<file path="config.mk">
export PLATFORM = sky130hd
export DESIGN_NAME = eae_sequencer
export DESIGN_NICKNAME = d
export VERILOG_FILES = /design/src/rtl/eae_sequencer.sv
export SDC_FILE = /design/constraint.sdc
export NUM_CORES = 1
export LEC_CHECK = 0
export ABC_CLOCK_PERIOD_IN_PS = 2000
export BUFFER_PORTS_ARGS = -buffer_cell sky130_fd_sc_hd__buf_2
export CAP_MARGIN = 20
export CORE_MARGIN = 1.5
export CORE_UTILIZATION = 47
export CTS_BUF_LIST = sky130_fd_sc_hd__clkbuf_4 sky130_fd_sc_hd__clkbuf_8
export DETAILED_ROUTE_END_ITERATION = 7
export PLACE_DENSITY = 0.79
export SYNTH_ARGS = -nofsm -noshare
export SYNTH_HDL_FRONTEND = slang
export SYNTH_SLANG_ARGS = --single-unit
export TNS_END_PERCENT = 10
</file>
<file path="constraint.sdc">
create_clock -name clock -period 2 [get_ports clock]
set_clock_uncertainty 0.15 [all_clocks]
set_input_delay 0.3 -clock clock [delete_from_list [all_inputs] [get_ports clock]]
set_output_delay 0.3 -clock clock [all_outputs]
set_load 0.01 [all_outputs]
</file>
<file path="src/rtl/eae_sequencer.sv">
// eae_sequencer: sequences EAE shift, normalize, multiply and divide operations.
// Define EAE_TIMEOUT_EN to abandon a multiply/divide after 64 cycles without a finish strobe.
module eae_sequencer (
    input  logic        clock,
    input  logic        resetN,
    input  logic        op_valid,
    input  logic [2:0]  op_code,
    input  logic [4:0]  shift_cnt,
    input  logic [11:0] ac_in,
    input  logic [11:0] mq_in,
    input  logic        link_in,
    output logic        op_ready,
    output logic        eae_start,
    input  logic        mul_fin,
    input  logic        div_fin,
    input  logic [11:0] unit_ac,
    input  logic [11:0] unit_mq,
    input  logic        unit_link,
    output logic [11:0] ac_out,
    output logic [11:0] mq_out,
    output logic        link_out,
    output logic [4:0]  sc_out,
    output logic        done,
    output logic        err
);
    typedef enum logic [2:0] {IDLE, SHIFT, NORM, WAIT_UNIT, CAPTURE, DONE} state_t;
    localparam logic [2:0] OP_MUY = 3'd0, OP_DVI = 3'd1, OP_NMI = 3'd2, OP_SHL = 3'd3, OP_ASR = 3'd4, OP_LSR = 3'd5;
    state_t      state_q, state_d;
    logic [2:0]  op_q, op_d;
    logic [11:0] ac_q, ac_d, mq_q, mq_d;
    logic        link_q, link_d, err_q, err_d, start_q, start_d;
    logic [4:0]  cnt_q, cnt_d, sc_q, sc_d;
    logic        fin, timeout, fill;
`ifdef EAE_TIMEOUT_EN
    logic [5:0]  tmo_q, tmo_d;
    assign timeout = tmo_q == 6'd63;
    always_comb tmo_d = state_q == WAIT_UNIT ? tmo_q + 6'd1 : 6'd0;
    always_ff @(posedge clock or negedge resetN)
        if (!resetN) tmo_q <= 6'd0;
        else tmo_q <= tmo_d;
`else
    assign timeout = 1'b0;
`endif
    assign fin  = op_q == OP_MUY ? mul_fin : div_fin;
    assign fill = op_q == OP_ASR && ac_q[11];
    always_comb begin
        state_d = state_q;
        op_d    = op_q;
        ac_d    = ac_q;
        mq_d    = mq_q;
        link_d  = link_q;
        err_d   = err_q;
        cnt_d   = cnt_q;
        sc_d    = sc_q;
        start_d = 1'b0;
        case (state_q)
            IDLE: if (op_valid) begin
                op_d   = op_code;
                ac_d   = ac_in;
                mq_d   = mq_in;
                link_d = link_in;
                cnt_d  = shift_cnt;
                sc_d   = 5'd0;
                err_d  = 1'b0;
                if (op_code == OP_MUY || op_code == OP_DVI) begin
                    state_d = WAIT_UNIT;
                    start_d = 1'b1;
                end else if (op_code == OP_NMI) state_d = NORM;
                else if (op_code <= OP_LSR) state_d = SHIFT;
                else begin
                    state_d = DONE;
                    err_d   = 1'b1;
                end
            end
            SHIFT: begin
                if (op_q == OP_SHL) {link_d, ac_d, mq_d} = {ac_q, mq_q, 1'b0};
                else {link_d, ac_d, mq_d} = {fill, fill, ac_q, mq_q[11:1]};
                cnt_d = cnt_q - 5'd1;
                if (cnt_q == 5'd0) state_d = DONE;
            end
            // Stop once the top two bits differ, the operand is zero, or 23 shifts are done.
            NORM: if (ac_q[11] == ac_q[10] && {ac_q, mq_q} != 24'd0 && sc_q != 5'd23) begin
                {ac_d, mq_d} = {ac_q[10:0], mq_q, 1'b0};
                sc_d = sc_q + 5'd1;
            end else state_d = DONE;
            WAIT_UNIT: if (fin) state_d = CAPTURE;
            else if (timeout) begin
                state_d = DONE;
                err_d   = 1'b1;
            end
            CAPTURE: begin
                ac_d    = unit_ac;
                mq_d    = unit_mq;
                link_d  = op_q == OP_DVI ? unit_link : link_q;
                state_d = DONE;
            end
            default: state_d = IDLE;
        endcase
    end
    always_ff @(posedge clock or negedge resetN)
        if (!resetN) begin
            state_q <= IDLE;
            op_q    <= 3'd0;
            ac_q    <= 12'd0;
            mq_q    <= 12'd0;
            link_q  <= 1'b0;
            err_q   <= 1'b0;
            cnt_q   <= 5'd0;
            sc_q    <= 5'd0;
            start_q <= 1'b0;
        end else begin
            state_q <= state_d;
            op_q    <= op_d;
            ac_q    <= ac_d;
            mq_q    <= mq_d;
            link_q  <= link_d;
            err_q   <= err_d;
            cnt_q   <= cnt_d;
            sc_q    <= sc_d;
            start_q <= start_d;
        end
    assign op_ready  = state_q == IDLE;
    assign done      = state_q == DONE;
    assign eae_start = start_q;
    assign ac_out    = ac_q;
    assign mq_out    = mq_q;
    assign link_out  = link_q;
    assign sc_out    = sc_q;
    assign err       = err_q;
endmodule

</file>
-- Yosys cells after proc, flatten, opt, wreduce, memory -nomap -nowiden
Index checks and enable logic that the tools add are counted.
- output and inout bits: 34
- flip-flop bits (word level): 43
- multiplexer cells: 32
- reduce and logical (&&, ||, !) cells: 19
- order comparisons: 1
- add/sub/neg operators: 2
- equality and inequality tests: 18
- operators by type and width (kind ; count):
    12-bit one-hot mux with 4 select lines ; 2
    12-bit 2-to-1 mux ; 6
    24-bit nonzero test ; 1
    3-bit 2-to-1 mux ; 7
    5-bit one-hot mux with 2 select lines ; 2
    5-bit 2-to-1 mux ; 3
    3-bit one-hot mux with 5 select lines ; 1
    3-bit by 2-bit equality test with 1-bit output, second input constant ; 4
    2-bit inequality test, second input constant ; 6
    1-bit 2-to-1 mux ; 10
    3-bit by 1-bit equality test with 1-bit output, second input constant ; 3
    3-bit equality test, second input constant ; 3
    3-bit zero test ; 3
    3-bit AND reduction ; 3
    5-bit by 1-bit adder with 5-bit output, second input constant ; 1
    5-bit zero test ; 1
    5-bit inequality test, second input constant ; 1
    5-bit by 1-bit subtractor with 5-bit output, second input constant ; 1
    2-bit AND reduction ; 2
    4-bit AND reduction ; 1
    2-bit nonzero test ; 2
    4-bit nonzero test ; 1
    3-bit less-or-equal comparator, second input constant ; 1
    1-bit logical AND ; 3
    other kinds (4) ; 4

-- Depth between registers and ports, before layout
Gate-level depths: netlist of run 1.
- depth after elaboration: 6
- gate-level depth with buffers: 8

-- Least setup slack after synthesis of run 1
OpenSTA, ideal clock, no wires.
- kind: register to register
- from: register ac_q[10], in the netlist ac_out[10]
- to: register ac_q[10], in the netlist ac_out[10]
- arrival: 1.873 ns
- buffers on the path: 1
- library setup time: 0.125 ns
- path slack: -0.148 ns
- data required time: 1.725 ns
- stages on the path, launching flop included: 9
- period minus slack after synthesis: 2.148 ns
- path through: dfrtp_1 inv_1 ha_1 nor4b_2 nand4_1 nor2_2 o32ai_4 buf_6 mux2_4
- word-level cells in the longest chain between the ends: 5
- elaborated cells on any way between the ends: 6
- those cells by class: 2 x eq/ne; 4 x reduce/logical
- RTL lines (what ; RTL line ; RTL):
    start: declaration ; 30 ; logic [11:0] ac_q, ac_d, mq_q, mq_d;
    start signal: assignment ; 104 ; ac_q <= 12'd0;
    start signal: assignment ; 114 ; ac_q <= ac_d;
    24-bit nonzero test / 1-bit equality test (equally long branches) ; 82 ; NORM: if (ac_q[11] == ac_q[10] && {ac_q, mq_q} != 24'd0 && sc_q != 5'd23) begin
    1-bit logical AND (*) (2 in series) ; 82 ;
    2-bit inequality test (no source line) (*) ; -- ;
    3-bit AND reduction (no source line) (*) ; -- ;
Every way passes the cells marked *; elsewhere a longest branch is shown, timed or not.
A chain may end at the register's enable or synchronous reset.

-- Worst setup path in the final report of run 1
- from: register sc_q[0], in the netlist sc_out[0]
- to: register ac_q[1], in the netlist ac_out[1]
- word-level cells in the longest chain between the ends: 4
- RTL lines (what ; RTL line ; RTL):
    start: declaration ; 32 ; logic [4:0] cnt_q, cnt_d, sc_q, sc_d;
    start signal: assignment ; 109 ; sc_q <= 5'd0;
    start signal: assignment ; 119 ; sc_q <= sc_d;
    5-bit inequality test ; 82 ;
    1-bit logical AND ; 82 ;
    2-bit inequality test (no source line) ; -- ;
    3-bit AND reduction (no source line) ; -- ;
Every way passes these cells.

==> results.cfg, run 1 <==
[run_status]
status = complete, but fails checks
violations = setup timing

[logic_synthesis]
synth_top_area_share_pct = 37.8
ys_seq_elements = 43
ys.warnings.count = 0
syn_inst = 308
netlist_area_mm2 = 0.00285
synth_area_leaders = dfrtp_1 38%, mux2_4 10%, a211oi_1 6.1%, o22ai_1 4.8%, nor2_1 4.4%
syn-mean-instance-area_um2 = 9.24
synthArstFlopShare_pct = 100
synth_top_area_cell = dfrtp_1
synth_edf_count = 0
syn_nets = 375
synth_cell_types = 50
ys_seq_area_share_pct = 37.8
synthFlopType = dfrtp_1

[timing]
hold_viol_final = 0
final.period_utilization_pct = 102
drv_slew = 0
setup_ws_ns = -0.0418
max_slew_margin_pct = 60.3
holdWs_ns = 0.0793
rsz0062_at_grt = yes
worst_pin_slew_ns = 0.589
max_freq_ghz = 0.490
fin_tns_setup_ns = -0.662
setup_viol = 26
min_period_ns = 2.04

[route]
vias = 2929
vias_per_cell = 5.60
wl_per_cell_um = 15.8
postRouteAntennaNets = 0
drt_iter0_markers = 206
drc = 0
drt_wl_total_mm = 8.25
firstDrtPassIters = 4

[grt]
grtUsageTotal_pct = 26.4
grt_overflow = 0
grt_pass1_wl_mm = 13.3
antenna_found_initial = 0
grt_pass1_vias = 2895
grt_max_degree = 44

[final_layout]
drive_gt1_share_pct = 44.9
postLayoutCoreUtil_pct = 67.6
multi_input_area_mm2 = 0.00162
fillers = 448
area_growth_pct = 39.7
seq_area_mm2 = 0.00108
layout_common_cells = 96 x buf_2, 46 x buf_4, 41 x dfrtp_1
final_common_cell = buf_2
diodes = 0
fin_nets = 514
fin_area_mm2 = 0.00398

[power_and_ir_drop]
leakage_nw = 1.94
p_per_area_mw_per_mm2 = 1970
peakVddDrop_mv = 1.23

[worst_setup_path]
critPathArrivalTime_ns = 2.08
endpoint_kind = register
crit_fanout = 14
timing.rr.start = sc_out[0]
required_ns = 2.04
crit_type = register to register
cp-startpoint = sc_out[0]
critPathLaunchType = register

[floorplanning]
initial_core_util_pct = 48.4
ios = 97
fp-row-count = 28
coreArea_mm2 = 0.00589
die_h_um = 80.8
die_width_um = 80.8
die-area_mm2 = 0.00653

[placed_design]
dpl_cell_area_mm2 = 0.00381
port_buffers = 96
place.detailed.hpwl_mm = 5.95
place.gp.congestion = 0.836

[clock_tree]
cts_tree = yes
cts_sinks = 43
worstSkewPairLatency_ns = 0.31
clkSlewWorstSetupHoldPaths_ns = 0.09
clockBufferDepth = 2
cts_setup_buffers = 0
htree_num_levels = 2
numCtsBuffers = 5
cts-root-buf = clkbuf_8

[worst_hold_path]
min_from = op_code[2]
worst_hold_path_type = input pin to register

[flow_run]
cap_violations = 0
[critical path: stages, from the launching register on]
cell and delay, ns:
dfrtp_2 0.41, ha_2 0.19, nand4b_1 0.14, nand3_1 0.15, o32ai_4 0.35, buf_12 0.22, mux2_4 0.31
[state kept, by name, summed over array words and instances (netlist names)]
name / count
ac_out: 12
mq_out: 12
cnt_q: 5
sc_out: 5
op_q: 3
state_q: 3
eae_start: 1
err: 1
link_out: 1
[cell usage after synthesis, types with 2 or more instances]
master / count
a211oi_1: 23
nand3_1: 7
mux2i_1: 3
or3_1: 2
a31oi_1: 3
o22ai_1: 22
or4_1: 2
a32oi_1: 2
buf_2: 10
a311oi_1: 2
clkbuf_1: 5
nor2_1: 33
nand4_1: 2
nand4b_1: 2
nor4_1: 4
buf_6: 2
mux2_2: 8
nor3_1: 6
o21ai_0: 8
inv_1: 30
mux2_4: 19
dfrtp_1: 43
a21oi_1: 9
nand2b_1: 3
a22oi_1: 2
ha_1: 4
nand2_1: 22
o311ai_0: 2
nor2b_1: 3
o211ai_1: 5
[report_power, final]
part	total (mW)	internal, mW	switching [mW]
Clock	0.714	0.404	0.310
Combinational	5.39	2.86	2.53
Sequential	1.73	1.32	0.406
Total	7.84	4.59	3.25
[cell families (layout without fill, tap and decap cells)]
kind of cell | count (synthesis) | in the layout | synth area share (%)
multiplexers | 30 | 30 | 14.2
flip-flops | 43 | 43 | 37.8
AO/OA/AOI/OAI | 87 | 87 | 21.7
buffers and inverters | 47 | 187 | 7.16
XOR/XNOR | 1 | 1 | 0.308
adder cells (fa/ha/maj) | 4 | 4 | 1.76
AND/OR/NAND/NOR | 96 | 96 | 17.0
[per-stage QoR]
stage | total power, mW | worst slack, ns | cells
floorplan | 4.96 | -0.0730 | 308
global placement | 6.75 | -0.0496 | 514
detailed placement | 6.94 | -0.101 | 514
CTS | 7.75 | -0.0721 | 523
global route | 8.36 | -0.123 | 523
finish | 7.84 | -0.0418 | 523
[layout make-up]
type | count | area share [%]
inverter | 30 | 2.83
sequential | 43 | 27.1
clock inverter | 2 | 0.881
timing repair buffer | 149 | 24.0
tap | 75 | 2.36
clock buffer | 6 | 2.08
multi-input combinational | 218 | 40.7
[final timing paths]
check                      slack (ns)  cells past startpoint    endpoint
min in group asynchronous        0.45                      3  mq_out[10]
max reg2reg                     -0.04                      6   ac_out[1]
min reg2reg                      0.33                      2         err
max in group asynchronous        0.85                      3   sc_out[0]
min                              0.08                      2   eae_start
max                             -0.04                      6   ac_out[1]
[what timing repair did]
item                                   4_1_cts  5_1_grt
setup endpoints to repair                   25       33
endpoints found under the hold margin       43        0
hold buffers                                 1        0
resized for setup                            6        5
pin swaps                                    1        0
[routing by layer]
layer	up-vias	track usage, %	wire length, um
met5	-	0	0
met4	0	10.3	112
met3	11	4.72	374
met2	82	44.3	4170
met1	1427	33.7	3590
li1	1409	-	-
Power figures use the tool's default switching activity.
==> run 2: changes to the inputs <==
- REMOVE_ABC_BUFFERS: not set -> 1
==> run 2 against run 1 <==
The flow still finishes with violations (setup timing). Core utilization rose by 2.3 points. Register-to-register slack got worse by 0.19 ns. Sequential share of layout area fell by 0.88 points. Die area did not move. Worst hold slack improved by 0.0054 ns. Non-clock buffer count rose by 8. Sequential cell count did not move. Cell count rose by 1.5%. Fmax fell by 8.5%. Wire length rose by 11%. Final area rose by 3.4%. Power rose by 6.2%. Critical path type unchanged.
==> results.cfg, run 2 (synthesized netlist as in run 1, its figures left out) <==
[power_and_ir_drop]
combPwrFrac_pct = 71.0
intPower_mw = 4.78
power_mw = 8.32
clkPwrFrac_pct = 7.1
sequentialPowerShare_pct = 21.9
swShare_pct = 42.5
p_per_area_mw_per_mm2 = 2020
peakVddDrop_mv = 1.33
power.switching_mw = 3.54
leakage_nw = 1.98

[placed_design]
place.gp.congestion = 0.898
pre_cts_slack_ns = -0.157
dp_cells = 509
port_buffers = 96
place.detailed.hpwl_mm = 6.04

[floorplanning]
ios = 97
fp-row-count = 28
coreArea_mm2 = 0.00589
die_h_um = 80.8
die-area_mm2 = 0.00653
die_width_um = 80.8
initial_core_util_pct = 48.4

[clock_tree]
cts_tree = yes
clockBufferDepth = 2
cts-root-buf = clkbuf_8
htree_num_levels = 2
numCtsBuffers = 5
worstSkewPairLatency_ns = 0.30
cts_sinks = 43
clkSlewWorstSetupHoldPaths_ns = 0.09

[route]
dr_wl_met2_mm = 4.64
wl_met1_mm = 3.69
drt_wl_total_mm = 9.17
postRouteAntennaNets = 0
drt_iter0_markers = 311
firstDrtPassIters = 6
vias_per_cell = 5.93
wl_per_cell_um = 17.3
wl_met3_um = 624
vias = 3147
top_layer = met4
drc = 0

[worst_setup_path]
critPathLaunchType = register
r2r_cells = 9
crit_slowest_cell = dfrtp_1
r2r_slack_ns = -0.23
cpLargestDelayFamily = simple AND/OR/NAND/NOR gates
crit_fanout = 6
endpoint_kind = register
r2r_end = mq_out[1]
crit_type = register to register
required_ns = 2.05
path_cells = inv_2, ha_4, nor4b_4, nand4_1, nor2_4, o32ai_4, buf_12, buf_16, mux2_4
timing.rr.start = ac_out[11]
cp_slowest_stage_delay_ns = 0.40
critPathArrivalTime_ns = 2.28
path_buf_inv = 3

[final_layout]
layout_common_cells = 96 x buf_2, 47 x buf_4, 41 x dfrtp_1
fillers = 431
finalNonFillerCells = 531
diodes = 0
drive_gt1_share_pct = 46.7
area_growth_pct = 44.4
fin_nets = 522
final_common_cell = buf_2

[timing]
max_slew_margin_pct = 61.2
drv_slew = 0
max_freq_ghz = 0.448
setup_ws_ns = -0.231
setup_viol = 32
fin_tns_setup_ns = -6.60
rsz0062_at_grt = yes
hold_viol_final = 0
final.period_utilization_pct = 112
min_period_ns = 2.23
worst_pin_slew_ns = 0.576

[grt]
grt_max_degree = 25
antenna_found_initial = 0
grt_pass1_wl_mm = 14.0
grt_overflow = 0
grt_pass1_vias = 2913
grtUsageTotal_pct = 27.6

[flow_run]
cap_violations = 0

[run_status]
violations = setup timing
status = complete, but fails checks

[worst_hold_path]
hold_end = eae_start
min_from = op_code[2]
hold_depth = 2
worst_hold_path_type = input pin to register
## run 2: changes by cell type in the layout (fill, tap and decap cells not counted), moves of 2 or more
| cell | delta |
|---|---|
| nand3_1 | -3 |
| clkinvlp_4 | +2 |
| nand3_2 | +3 |
| mux2_4 | -3 |
| mux2_2 | +3 |
| buf_16 | +2 |
| buf_6 | +4 |
## run 2: final cells by class
cell class                 count  area, um2  share of cell area [%]
clock buffer                   5       68.8                    1.67
clock inverter                 3       23.8                   0.578
inverter                      30        113                    2.74
multi-input combinational    218       1650                    40.0
sequential                    43       1080                    26.2
tap                           75       93.8                    2.28
timing repair buffer         157       1090                    26.5
## run 2: routing by layer
| metal | track usage [%] | vias to the layer above |
|---|---|---|
| li1 | - | 1428 |
| met1 | 35.0 | 1498 |
| met2 | 48.2 | 189 |
| met3 | 4.61 | 32 |
| met4 | 8.10 | 0 |
| met5 | 0 | - |
## run 2: worst register-to-register path: stages, from the launching register on
cell,delay (ns)
dfrtp_1,0.40
inv_2,0.09
ha_4,0.13
nor4b_4,0.19
nand4_1,0.24
nor2_4,0.21
o32ai_4,0.11
buf_12,0.16
buf_16,0.14
mux2_4,0.31
## run 2: how the worst max path moves through the flow
stage,slack [ns],from,endpoint,cells after the start
floorplan,-0.66,ac_out[10],ac_out[0],7
global placement,-0.003,ac_out[10],ac_out[2],8
detailed placement,-0.16,ac_out[11],sc_out[4],8
CTS,-0.09,ac_out[11],mq_out[6],9
global route,-0.30,ac_out[11],mq_out[1],9
finish,-0.23,ac_out[11],mq_out[1],9
## run 2: what timing repair did
action | CTS | global route
pin swaps | 7 | 10
setup endpoints to repair | 29 | 36
cloned | 2 | 1
setup buffers | 7 | 3
gates resized for setup | 15 | 11
hold buffers | 1 | 0
endpoints found under the hold margin | 19 | 0
## run 2: per-stage QoR
step	instance area, um2	utilization (%)	hold WS, ns
finish	4110	69.9	0.0846
CTS	4020	68.3	0.0652
global route	4110	69.9	0.0741
global placement	3750	63.7	0.128
detailed placement	3750	63.7	0.137
floorplan	2760	-	-0.146
## run 2: power groups by stage
stage / combinational, mW / sequential (mW) / clock [mW]
floorplan: 2.81 / 1.96 / 0
global placement: 4.87 / 1.72 / 0
detailed placement: 5.05 / 1.74 / 0
CTS: 5.58 / 1.75 / 0.600
global route: 6.27 / 1.86 / 0.626
finish: 5.91 / 1.82 / 0.591
==> run 3: changes to the inputs <==
--- a/config.mk
+++ b/config.mk
@@ -10,7 +10,5 @@
 export CAP_MARGIN = 20
-export CORE_MARGIN = 1.5
-export CORE_UTILIZATION = 47
-export CTS_BUF_LIST = sky130_fd_sc_hd__clkbuf_4 sky130_fd_sc_hd__clkbuf_8
+export CORE_UTILIZATION = 46
 export DETAILED_ROUTE_END_ITERATION = 7
-export PLACE_DENSITY = 0.79
+export PLACE_DENSITY = 0.78
 export REMOVE_ABC_BUFFERS = 1
==> constraint.sdc (replaced) <==
create_clock -name clock -period 2 [get_ports clock]
set_clock_uncertainty 0.15 [all_clocks]
set_input_delay 0.1 -clock clock [delete_from_list [all_inputs] [get_ports clock]]
set_output_delay 0.1 -clock clock [all_outputs]
set_load 0.01 [all_outputs]
==> run 3 against run 2 <==
The run still ends with setup timing left. Via count is 2.0% higher. Power is 0.60% higher. Critical path depth is 4 higher. Core utilization is 1.2 points higher. Count of clock-buffer cells in the layout is 1 higher. Sequential power is 5% lower. Cell count is 3.2% higher. Critical path type unchanged. Largest cell class unchanged. Largest power group unchanged. Highest routed layer unchanged.
==> results.cfg, run 3 (synthesized netlist as in run 1, its figures left out) <==
[final_layout]
multi_input_area_mm2 = 0.00164
layout_common_cells = 96 x buf_2, 59 x buf_4, 42 x dfrtp_1
area_growth_pct = 48.7
fillers = 412
drive_gt1_share_pct = 46.5
diodes = 0
finalNonFillerCells = 548
final_common_cell = buf_2
seq_area_mm2 = 0.00108
fin_nets = 539

[clock_tree]
clockBufferDepth = 2
numCtsBuffers = 5
cts_sinks = 43
cts_tree = yes
clkSlewWorstSetupHoldPaths_ns = 0.08
htree_num_levels = 2
worstSkewPairLatency_ns = 0.30
cts-root-buf = clkbuf_8

[placed_design]
place.gp.congestion = 0.830
port_buffers = 96
place.detailed.hpwl_mm = 5.87
dp_cells = 515

[floorplanning]
ios = 97
fp-row-count = 28
die_h_um = 80.7
die_width_um = 80.7
coreArea_mm2 = 0.00596
initial_core_util_pct = 47.8
die-area_mm2 = 0.00651

[run_status]
violations = setup timing
status = complete, but fails checks

[timing]
setup_ws_ns = -0.232
max_slew_margin_pct = 56.4
max_freq_ghz = 0.448
drv_slew = 0
fin_tns_setup_ns = -5.20
worst_pin_slew_ns = 0.647
hold_viol_final = 0
rsz0062_at_grt = yes
min_period_ns = 2.23
setup_viol = 32
holdWs_ns = 0.0602
final.period_utilization_pct = 112

[route]
vias_per_cell = 5.86
firstDrtPassIters = 5
vias = 3211
drt_iter0_markers = 374
drt_wl_total_mm = 9.64
drc = 0
postRouteAntennaNets = 0
wl_per_cell_um = 17.6

[grt]
met3_usage_pct = 5.00
grt_pass1_wl_mm = 15.4
grtUsageTotal_pct = 30.9
grt_pass1_vias = 3178
grt_overflow = 0
busiest_layer = met2
grt_max_degree = 44
met2_usage_pct = 52.3
antenna_found_initial = 0
grtUsageMet1_pct = 38.5

[worst_setup_path]
critPathLaunchType = register
crit_type = register to register
cp-startpoint = ac_out[11]
required_ns = 2.05
critPathArrivalTime_ns = 2.28
endpoint_kind = register
timing.rr.start = ac_out[11]
crit_fanout = 2

[worst_hold_path]
worst_hold_path_type = input pin to register
min_from = mq_in[0]

[flow_run]
cap_violations = 0

[power_and_ir_drop]
peakVddDrop_mv = 1.07
leakage_nw = 2.06
power_mw = 8.37
p_per_area_mw_per_mm2 = 1980
-- run 3: cell count changes in the layout (fill, tap and decap cells not counted), sizes merged --
cell | before | now
buf | 155 | 164
bufinv | 0 | 1
clkinv | 0 | 1
clkinvlp | 2 | 0
dlygate4sd3 | 1 | 10
inv | 31 | 30
-- run 3: repair_timing --
action,CTS,global route
hold buffers,10,0
setup buffers,14,0
hold endpoints to repair,53,0
resized for setup,11,8
pin swaps,5,5
endpoints found under the setup margin,27,33
gates cloned,1,0
-- run 3: area by class of cell --
class,instances,share of cell area (%)
Multi-Input combinational cell,218,38.7
Timing Repair Buffer,174,28.2
Sequential cell,43,25.5
Inverter,30,2.66
Tap cell,75,2.22
Clock buffer,6,1.95
Clock inverter,2,0.828
-- run 3: stage by stage --
step	setup slack [ns]	utilization [%]	cell area, um2
6_report	-0.232	71.1	4230
5_1_grt	-0.274	71.1	4230
4_1_cts	-0.0787	70.4	4190
3_5_place_dp	-0.129	63.9	3810
3_3_place_gp	-0.0384	63.9	3810
2_1_floorplan	-0.660	-	2760
-- run 3: per-layer routing --
metal  routed length [um]  vias to the layer above
met5                    0                        -
met4                  426                        0
met3                  611                       50
met2                 4810                      173
met1                 3790                     1529
li1                     -                     1459
-- run 3: path summary, 6_finish.rpt --
path | slack (ns) | cells past startpoint | end
worst max-delay path | -0.23 | 13 | ac_out[11]
worst min-delay path | 0.06 | 3 | mq_out[0]
worst max register to register | -0.23 | 13 | ac_out[11]
worst min register to register | 0.35 | 2 | err
max in group asynchronous | 1.31 | 3 | state_q[1]
min in group asynchronous | 0.16 | 3 | ac_out[0]
-- run 3: report_power, final --
group | leakage [nW] | internal (mW) | total (mW) | switching, mW
registers | 0.504 | 1.32 | 1.73 | 0.402
clock network | 0.0612 | 0.404 | 0.714 | 0.309
logic | 1.49 | 3.15 | 5.93 | 2.78
total | 2.06 | 4.88 | 8.37 | 3.50
-- run 3: worst max-delay path, stage by stage, from the launching register on --
cell	delay, ns
dfrtp_1	0.40
inv_2	0.08
buf_4	0.13
buf_4	0.12
buf_4	0.12
buf_4	0.12
buf_4	0.12
buf_4	0.12
buf_4	0.12
buf_4	0.12
buf_4	0.12
buf_4	0.12
buf_4	0.11
mux2i_1	0.19
